<file path="src/rtl/mux_lut_pkg.sv">
`default_nettype none
// ============================================================================
// Module      : mux_lut_pkg
// Description : Shared types and constants for the mux_lut_gate cell:
//               load-FSM state encoding, truth-table width and the
//               standard 2-input function tables.
//               Table index is {a, b}; result bit = tt[{a, b}].
// Revision    : 1.0 - initial release
// ============================================================================
package mux_lut_pkg;

    localparam int TT_W = 4;

    typedef enum logic [0:0] {
        IDLE = 1'b0,
        LOAD = 1'b1
    } state_t;

    localparam logic [TT_W-1:0] TT_NAND  = 4'b0111;
    localparam logic [TT_W-1:0] TT_NOR   = 4'b0001;
    localparam logic [TT_W-1:0] TT_AND   = 4'b1000;
    localparam logic [TT_W-1:0] TT_XOR   = 4'b0110;
    localparam logic [TT_W-1:0] TT_RESET = TT_NAND;

endpackage
`default_nettype wire

</file>
<file path="src/rtl/mux4_bit.sv">
`default_nettype none
// ============================================================================
// Module      : mux4_bit
// Description : Single-bit 4:1 multiplexer, the per-lane lookup element.
// Ports       : data - 4 data inputs (the truth table)
//               sel  - select, {a, b} of the lane
//               y    - selected bit, data[sel]
// Revision    : 1.0 - initial release
// ============================================================================
module mux4_bit
    import mux_lut_pkg::*;
(
    input  logic [TT_W-1:0] data,
    input  logic [1:0]      sel,
    output logic            y
);

    assign y = data[sel];

endmodule
`default_nettype wire

</file>
<file path="src/rtl/mux_lut_gate.sv">
`default_nettype none
// ============================================================================
// Module      : mux_lut_gate
// Description : Registered universal 2-input gate array. Every lane i
//               produces tt_active[{a[i], b[i]}]. The truth table is
//               loaded serially (MSB first) through the cfg_* port while
//               the data path is stalled, then swapped in atomically.
// Ports       : clk, rst            - clock, synchronous active-high reset
//               in_valid/in_ready   - operand handshake (ready only in IDLE)
//               a, b                - operands, WIDTH lanes
//               out_valid/out_data  - registered result, 1-cycle valid pulse
//               cfg_start           - open a table load
//               cfg_valid/cfg_bit   - serial table bits, tt[3] first
//               cfg_done            - pulse when the new table is active
//               tt_active           - currently active table
// Revision    : 1.0 - initial release
// ============================================================================
module mux_lut_gate
    import mux_lut_pkg::*;
#(
    parameter int WIDTH = 8
) (
    input  logic             clk,
    input  logic             rst,
    input  logic             in_valid,
    output logic             in_ready,
    input  logic [WIDTH-1:0] a,
    input  logic [WIDTH-1:0] b,
    output logic             out_valid,
    output logic [WIDTH-1:0] out_data,
    input  logic             cfg_start,
    input  logic             cfg_valid,
    input  logic             cfg_bit,
    output logic             cfg_done,
    output logic [TT_W-1:0]  tt_active
);

    state_t            r_state;
    logic [1:0]        r_cnt;
    logic [TT_W-1:0]   r_shadow;
    logic [TT_W-1:0]   r_tt;
    logic [WIDTH-1:0]  r_out_data;
    logic              r_out_valid;
    logic              r_cfg_done;

    logic              w_accept;
    logic [TT_W-1:0]   w_shadow_next;
    logic [WIDTH-1:0]  w_lut;

    // Ready is a pure state decode, so there is no path from any input.
    assign in_ready      = (r_state == IDLE);
    assign w_accept      = in_valid & in_ready;
    assign w_shadow_next = {r_shadow[TT_W-2:0], cfg_bit};

    generate
        for (genvar gi = 0; gi < WIDTH; gi++) begin : g_lane
            mux4_bit u_mux (
                .data (r_tt),
                .sel  ({a[gi], b[gi]}),
                .y    (w_lut[gi])
            );
        end
    endgenerate

    always_ff @(posedge clk) begin
        if (rst) begin
            r_state     <= IDLE;
            r_cnt       <= 2'd0;
            r_shadow    <= '0;
            r_tt        <= TT_RESET;
            r_out_data  <= '0;
            r_out_valid <= 1'b0;
            r_cfg_done  <= 1'b0;
        end else begin
            r_cfg_done  <= 1'b0;
            r_out_valid <= w_accept;
            // Operands taken on the same edge as cfg_start still see the
            // old table, because r_tt only changes at the end of a load.
            if (w_accept) begin
                r_out_data <= w_lut;
            end

            case (r_state)
                IDLE: begin
                    if (cfg_start) begin
                        r_state  <= LOAD;
                        r_cnt    <= 2'd0;
                        r_shadow <= '0;
                    end
                end
                LOAD: begin
                    if (cfg_valid) begin
                        r_shadow <= w_shadow_next;
                        r_cnt    <= r_cnt + 2'd1;
                        // The 4th bit goes straight into the active table
                        // so the swap happens on the same edge it arrives.
                        if (r_cnt == 2'd3) begin
                            r_tt       <= w_shadow_next;
                            r_cfg_done <= 1'b1;
                            r_state    <= IDLE;
                        end
                    end
                end
                default: r_state <= IDLE;
            endcase
        end
    end

    assign out_valid = r_out_valid;
    assign out_data  = r_out_data;
    assign cfg_done  = r_cfg_done;
    assign tt_active = r_tt;

endmodule
`default_nettype wire
</file>
<file path="config.mk">
export PLATFORM = sky130hd
export DESIGN_NAME = mux_lut_gate
export DESIGN_NICKNAME = d
export VERILOG_FILES = /design/src/rtl/mux_lut_pkg.sv /design/src/rtl/mux4_bit.sv /design/src/rtl/mux_lut_gate.sv
export SDC_FILE = /design/constraint.sdc
export NUM_CORES = 1
export LEC_CHECK = 0
export BUFFER_PORTS_ARGS = -buffer_cell sky130_fd_sc_hd__clkbuf_2
export CAP_MARGIN = 20
export CORE_UTILIZATION = 30
export DETAILED_ROUTE_END_ITERATION = 10
export SLEW_MARGIN = 40
export SYNTH_ARGS = -nofsm -noshare
export SYNTH_HDL_FRONTEND = slang
export SYNTH_SLANG_ARGS = --single-unit
</file>
<file path="constraint.sdc">
create_clock -name clk -period 1.36 [get_ports clk]
set_clock_uncertainty 0.1 [all_clocks]
set_input_delay 0.068 -clock clk [delete_from_list [all_inputs] [get_ports clk]]
set_output_delay 0.068 -clock clk [all_outputs]
set_load 0.005 [all_outputs]
</file>
==> summary.md, run 1 <==
The met1 demand-to-capacity share in global routing was 0.154. Global routing finished with a remaining overflow of 0. Derived from the worst setup path, the maximum achievable clock frequency is 776 MHz. In the synthesized netlist, the number of instances is 72.

In this run the power density over the cells is 941 nW/um^2. A synthesized cell averages 12.3 um^2. Combined area of all synthesized cells: 886 um^2. Portion of the clock cycle consumed by the worst path in the final layout: 0.948.

Across the whole layout, storage elements account for 405 um^2. STA classifies the critical path startpoint as a flop. The library cell used most frequently in the layout, excluding fill and tap cells, is sky130_fd_sc_hd__clkbuf_2. The filler cells instantiated in the layout total 286.

Portion of synthesized cell area occupied by the leading cell type: 0.452. The critical path is of the flop to flop type. The largest fanout on the critical path came out at 10.

For hold timing, the worst endpoint is out_data[3]. The number of global-route vias before repair is 658. For the number of DRC violations after detailed-routing iteration 0, the log shows 16. Source of the worst register-to-register timing path: tt_active[3]. The effective utilization at floorplan was 0.318; the count of buffers inserted at the top-level ports was 36. Summed over all layers, the routed wires come to 1870 um. The actual slew at the worst max-slew pin works out to 0.374 ns.

The total area inside the core boundary comes to 2780 um^2. The first global-routing pass estimated 3030 um of wire. By area the synthesized netlist is led by sky130_fd_sc_hd__dfxtp_1, sky130_fd_sc_hd__mux4_1, sky130_fd_sc_hd__a22o_1. The setup check on the worst reg-to-reg path leaves a slack of 0.07 ns.

For the vias after detailed routing, the log shows 740. The time the worst path needs with I/O delays and setup was 1.29 ns. In this run the clock root is driven by a sky130_fd_sc_hd__clkbuf_4.

Number of warnings printed during yosys synthesis: 0. The buffer count from post-CTS setup fixing was 0. The count of final hold-check violations was 0; the count of cells along the worst hold path was 3.

The fraction of final layout cells sized beyond drive strength 1 is 0.422. The floorplan die width was 56.3 um. The wire-length estimate of the detail-placed layout is 1470 um. The longest clock path from root to sink contains 2 buffers.

The total DRC errors in the routed layout is 0. The tools report the sort of element at the end of the critical path as a flop. The startpoint of the lowest-slack hold path is a[3]. The detail-routed net length per standard cell is 12.7 um. The run finished with clean final reports.

The run gives 140 as the final net count. The die is 56.3 um tall. The total routing usage reported by global routing was 0.125; the arrival time at the worst endpoint was 1.40 ns.

For the routing usage on met2, the log shows 0.199. Most used routing layer: met2. Entering global routing, the biggest net connects 14 pins. The cell type with the largest total area after synthesis was sky130_fd_sc_hd__dfxtp_1. Clock-pin slew was measured on the worst setup and hold paths at 0.11 ns. The number of antenna violations at the first check in global routing was 0; the number of violations of the max-capacitance limit was 0. For the sequential fraction of the synthesis area, the log shows 0.452. For the detailed-router iteration count before antenna repair, the log shows 4.

The antenna diode count is 0, and the required time of the critical path is 1.47 ns. Routability-driven placement finished with a final weighted congestion of 0.764. In this run, CTS created clock tree buffers numbering 3. Area enclosed by the die boundary: 3170 um^2. Adding up every negative setup slack in the final design gives 0 ns.

Pin placement for this block handled 37 I/O pins. The detail-routed via count per cell is 5.03. Once detail routing completed, the nets flagged for antenna violations numbered 0. Synthesized netlist net count: 95. The length in cells of the worst reg-to-reg path is 2, and the number of sinks driven by the clock tree is 20. Peak supply drop: 0.539 mV. In this run the critical register-to-register path is captured at out_data[7]. TritonCTS built the clock tree. The max-slew violation count is 0, and the static leakage is 0.538 nW. After synthesis, the netlist uses 18 different library cells. For the count of final setup violators, the log shows 0. Relative to the synthesized area, the layout overhead comes to 35.0%. The met3 layer usage reported by global route came out at 0.0553. Leaving out fill and tap cells, the most frequent cells in the layout are sky130_fd_sc_hd__clkbuf_2, sky130_fd_sc_hd__dfxtp_1, sky130_fd_sc_hd__nand2_1. Setup repair after global routing left no endpoint under its margin. The run gives 0.430 as the fraction of the core area covered by cells at the end of the flow. The initialized floorplan defines 19 standard-cell rows. Tightest slew margin relative to the limit: 0.744. The H-tree level count is 1, and the flip-flop and latch count after synthesis is 20.

The worst hold path belongs to the class input port to flop. The multi-input combinational cells in the finished layout cover a total of 467 um^2. The clock reaches the later pin of the worst-skew pair after 0.30 ns.
-- per-stage QoR --
step	power, mW	setup WS [ns]	std cells	area [um^2]	hold WS [ns]
final	1.13	0.0713	147	1200	0.00743
after global placement	0.785	0.0723	138	1100	0.214
after floorplan	0.713	0.110	72	886	0.0473
after CTS	1.15	0.0143	147	1190	0.00147
after global routing	1.19	0.0152	147	1200	0.00849
after detailed placement	0.787	0.0165	138	1100	0.223
-- sequential cells by signal, summed over array words and instances, names as in the netlist --
signal,cells
r_state,1
cfg_done,1
r_cnt,2
out_data,8
out_valid,1
tt_active,4
r_shadow,3
-- worst max path at each step --
stage | from | to | slack (ns) | cells past startpoint
6_report | tt_active[3] | out_data[7] | 0.07 | 2
5_1_grt | tt_active[3] | out_data[7] | 0.02 | 2
4_1_cts | tt_active[3] | out_data[7] | 0.01 | 2
3_5_place_dp | tt_active[3] | out_data[7] | 0.02 | 2
3_3_place_gp | tt_active[3] | out_data[7] | 0.07 | 2
2_1_floorplan | tt_active[3] | out_data[7] | 0.11 | 2
-- metal layers --
| metal | vias up | wire length (um) |
|---|---|---|
| met5 | - | 0 |
| met1 | 324 | 846 |
| met2 | 38 | 828 |
| met3 | 3 | 183 |
| met4 | 0 | 14 |
| li1 | 375 | - |
-- power by group --
part	internal, mW	switching (mW)	total, mW
sequential	0.612	0.0169	0.629
combinational	0.0929	0.0611	0.154
clock	0.164	0.179	0.343
total	0.868	0.257	1.13
-- area by class of cell --
cell class / instances / share of cell area
multi-input cells: 48 / 0.390
flip-flops and latches: 20 / 0.339
repair buffers: 43 / 0.205
well taps: 31 / 0.0324
clock buffers: 4 / 0.0303
inverters: 1 / 0.00314
-- logic make-up (layout without fill, tap and decap cells) --
family,Yosys count,count (layout),synth area share
fa+ha+maj,1,1,0.0141
flops,20,20,0.452
simple gates,23,23,0.137
compound gates,15,15,0.136
buf+inv,4,48,0.0212
mux,9,9,0.240
-- critical path, stage by stage, from the launching register on --
cell,delay [ns]
sky130_fd_sc_hd__dfxtp_2,0.38
sky130_fd_sc_hd__mux4_2,0.48
sky130_fd_sc_hd__a22o_1,0.24
-- cell usage after synthesis --
master,count
sky130_fd_sc_hd__nor3b_4,1
sky130_fd_sc_hd__buf_4,1
sky130_fd_sc_hd__mux2i_1,1
sky130_fd_sc_hd__a22o_1,8
sky130_fd_sc_hd__nand3b_1,4
sky130_fd_sc_hd__nand3_1,1
sky130_fd_sc_hd__a32oi_1,4
sky130_fd_sc_hd__ha_1,1
sky130_fd_sc_hd__dfxtp_1,20
sky130_fd_sc_hd__and3_1,1
sky130_fd_sc_hd__nor2_1,6
sky130_fd_sc_hd__clkbuf_1,2
sky130_fd_sc_hd__mux4_1,6
sky130_fd_sc_hd__a21oi_1,3
sky130_fd_sc_hd__mux4_2,2
sky130_fd_sc_hd__inv_1,1
sky130_fd_sc_hd__nor3_1,1
sky130_fd_sc_hd__nand2_1,9
-- timing repair --
action / 4_1_cts / 5_1_grt
hold endpoints to repair: 6 / 0
hold buffers: 5 / 0
setup endpoints to repair: 0 / 3
resized for setup: 0 / 4
Power figures use the tool's default switching activity.
==> run 2, diff against run 1 <==
--- a/config.mk
+++ b/config.mk
@@ -7,8 +7,11 @@
 export LEC_CHECK = 0
 export BUFFER_PORTS_ARGS = -buffer_cell sky130_fd_sc_hd__clkbuf_2
 export CAP_MARGIN = 20
+export CELL_PAD_IN_SITES_DETAIL_PLACEMENT = 1
+export CELL_PAD_IN_SITES_GLOBAL_PLACEMENT = 1
 export CORE_UTILIZATION = 30
 export DETAILED_ROUTE_END_ITERATION = 10
+export PLACE_DENSITY_LB_ADDON = 0.1
 export SLEW_MARGIN = 40
 export SYNTH_ARGS = -nofsm -noshare
 export SYNTH_HDL_FRONTEND = slang
==> run 2 against run 1 <==
Fmax decreased by 0.69%. Wire length is 12% higher. First-iteration DRC count is 50% lower. Design area grew 1.3%. Total power up 13%. Clock power grew 42%. Worst setup slack worse by 0.0090 ns. Critical path depth is the same. Combinational power about the same. Via count grew 0.41%. Sequential share of layout area is 0.32 points lower. Critical path type unchanged. Critical endpoint unchanged.
==> summary.md, run 2 (synthesized netlist as in run 1, its figures left out) <==
The flow ran to the end, and the final reports show no timing, DRC or antenna violations. The setup TNS after final layout was 0 ns (unchanged); the fraction of final layout cells sized beyond drive strength 1 was 0.440 (+0.0172). The met3 layer usage reported by global route was 0.0530 (-0.00230); the count of placed standard cells in the final layout, fillers left out was 147 (unchanged). The tools report the final weighted congestion in routability-driven placement as 0.730 (-4.4%). The actual slew at the worst max-slew pin came out at 0.405 ns (+0.0311 ns).

The detailed placer's ending HPWL is 1570 um (+6.6%), and the flip-flop count of the largest register after layout is 8 (unchanged). The height of the die was 56.3 um (unchanged). The area growth from synthesis to layout is 36.7%. The total power per unit cell area was 1050 nW/um^2 (+12%). The logs give 467 um^2 (unchanged) for the multi-input logic area and 2 (unchanged) for the maximum root-to-sink buffer count. The run gives 20 (unchanged) as the number of sinks driven by the clock tree. The met1 demand-to-capacity share in global routing is 0.161 (+0.00737), and the floorplan die width is 56.3 um (unchanged). The tools report the vias after detailed routing as 743 (+0.41%). The count of boundary I/O pins was 37 (unchanged); the routing usage on met2 was 0.245 (+0.0459).

Time the worst path needs with I/O delays and setup: 1.30 ns (+0.00901 ns). Total routing usage reported by global routing: 0.140 (+0.0152). The arrival time at the worst endpoint was 1.41 ns (about the same); the tightest slew margin relative to the limit was 0.730 (-0.0139). For the area enclosed by the die boundary, the log shows 3170 um^2 (unchanged). The tools report the clock root buffer as sky130_fd_sc_hd__clkbuf_4. The antenna diode count is 0 (unchanged), and the number of placed instances with taps included is 139 (+0.72%). The number of violations of the max-capacitance limit came out at 0 (unchanged). The total DRC errors in the routed layout was 0 (unchanged). The total CTS buffers came out at 3 (unchanged).

Setup repair after global routing left no endpoint under its margin. The worst setup path is of the flop to flop kind. The run gives 407 um^2 (+0.31%) as the register area. TritonCTS built the clock tree.

The number of DRC violations after detailed-routing iteration 0 is 8 (-8), and the number of antenna violations at the first check in global routing is 0 (unchanged). In the layout the commonest cells are sky130_fd_sc_hd__clkbuf_2, sky130_fd_sc_hd__dfxtp_1, sky130_fd_sc_hd__nand2_1. The portion of the clock cycle consumed by the worst path in the final layout works out to 0.954 (+0.00662). After global routing, the most crowded layer is met2. The final net count is 140 (unchanged). The tools report the area of the core as 2780 um^2 (unchanged). The detail-routed via count per cell was 5.05 (+0.41%); the buffer count from post-CTS setup fixing was 0 (unchanged). The tools report the count of final hold-check violations as 0 (unchanged). The max-slew violation count is 0 (unchanged).

The run gives 771 MHz (-0.69%) as the maximum clock rate. The run gives 2100 um (+12%) as the final wirelength. STA classifies the critical path startpoint as a flop. The worst setup path is captured at a flop. The tools report the number of cell rows as 19 (unchanged). The tools report the static leakage as 0.545 nW (+1.4%).

The tools report the clock insertion delay at the later pin of the skew report as 0.31 ns (about the same). The residual antenna-violating net count after detailed routing is 0 (unchanged). Type of the most critical hold path: input port to flop. For the H-tree level count, the log shows 1 (unchanged).

For the number of global-route vias before repair, the log shows 715 (+8.7%). The tools report the slack of the worst reg-to-reg path as 0.06 ns (about the same). The largest fanout on the critical path is 10 (unchanged), and the detail-routed net length per standard cell is 14.3 um (+12%). Count of buffers inserted at the top-level ports: 36 (unchanged). The library cell used most frequently in the layout, excluding fill and tap cells, is sky130_fd_sc_hd__clkbuf_2. The clock-pin slew reported for the worst setup and hold paths after clock tree synthesis is 0.12 ns (about the same). The wire length of the first global-routing pass is 3420 um (+13%). The effective utilization at floorplan is 0.318 (unchanged), and the detailed-router iteration count before antenna repair is 4 (unchanged). For the maximum number of pins on one net before global-route repair, the log shows 14 (unchanged).

The tools report the peak supply drop as 0.788 mV (+46%). The filler cell count in the final layout was 325 (+14%). For the required time of the critical path, the log shows 1.47 ns (about the same).

The run gives 0 (unchanged) as the count of final setup violators. Global route total overflow: 0 (unchanged).
## run 2: cell count changes in the layout (fill, tap and decap cells not counted)
cell,before,now
sky130_fd_sc_hd__buf_4,2,3
sky130_fd_sc_hd__bufinv_16,0,1
sky130_fd_sc_hd__clkbuf_8,1,0
sky130_fd_sc_hd__dfxtp_1,16,15
sky130_fd_sc_hd__dfxtp_2,4,5
sky130_fd_sc_hd__dlygate4sd3_1,5,4
## run 2: timing repair
action / CTS / global route
gates resized for setup: 0 / 5
endpoints found under the hold margin: 5 / 0
endpoints found under the setup margin: 0 / 10
hold buffers: 4 / 0
## run 2: critical path: stages (launching register included)
cell and delay (ns):
sky130_fd_sc_hd__dfxtp_2 0.39, sky130_fd_sc_hd__mux4_2 0.47, sky130_fd_sc_hd__a22o_1 0.24
## run 2: metrics by stage
step	hold WS, ns	cell area (um^2)	power, mW	utilization	setup slack [ns]
floorplan	0.0473	886	0.713	-	0.110
finish	0.0146	1210	1.27	0.435	0.0623
CTS	0.00754	1200	1.29	0.433	0.0111
global route	0.0149	1210	1.33	0.435	0.0280
global placement	0.209	1110	0.788	0.400	0.0559
detailed placement	0.211	1110	0.793	0.400	0.0339
## run 2: layer usage
layer,part of all wire,vias up
li1,-,372
met5,0,-
met2,0.50,21
met3,0.052,2
met1,0.44,348
met4,0.0043,0
## run 2: final timing paths
kind                              startpoint           end  cells after the start
worst max-delay path            tt_active[3]   out_data[7]                      2
worst min-delay path                     rst  tt_active[3]                      2
worst max register to register  tt_active[3]   out_data[7]                      2
worst min register to register   r_shadow[2]  tt_active[3]                      2
## run 2: report_power, final
part / internal, mW / total [mW] / switching [mW]
clock network: 0.298 / 0.488 / 0.189
registers: 0.612 / 0.630 / 0.0180
logic: 0.0941 / 0.157 / 0.0629
total: 1.00 / 1.27 / 0.270
## run 2: final cells by class
cell class / count / share of cell area
well taps: 31 / 0.0320
flip-flops and latches: 20 / 0.336
repair buffers: 43 / 0.200
multi-input cells: 48 / 0.385
inverters: 1 / 0.00310
clock inverters: 1 / 0.0248
clock buffers: 3 / 0.0186
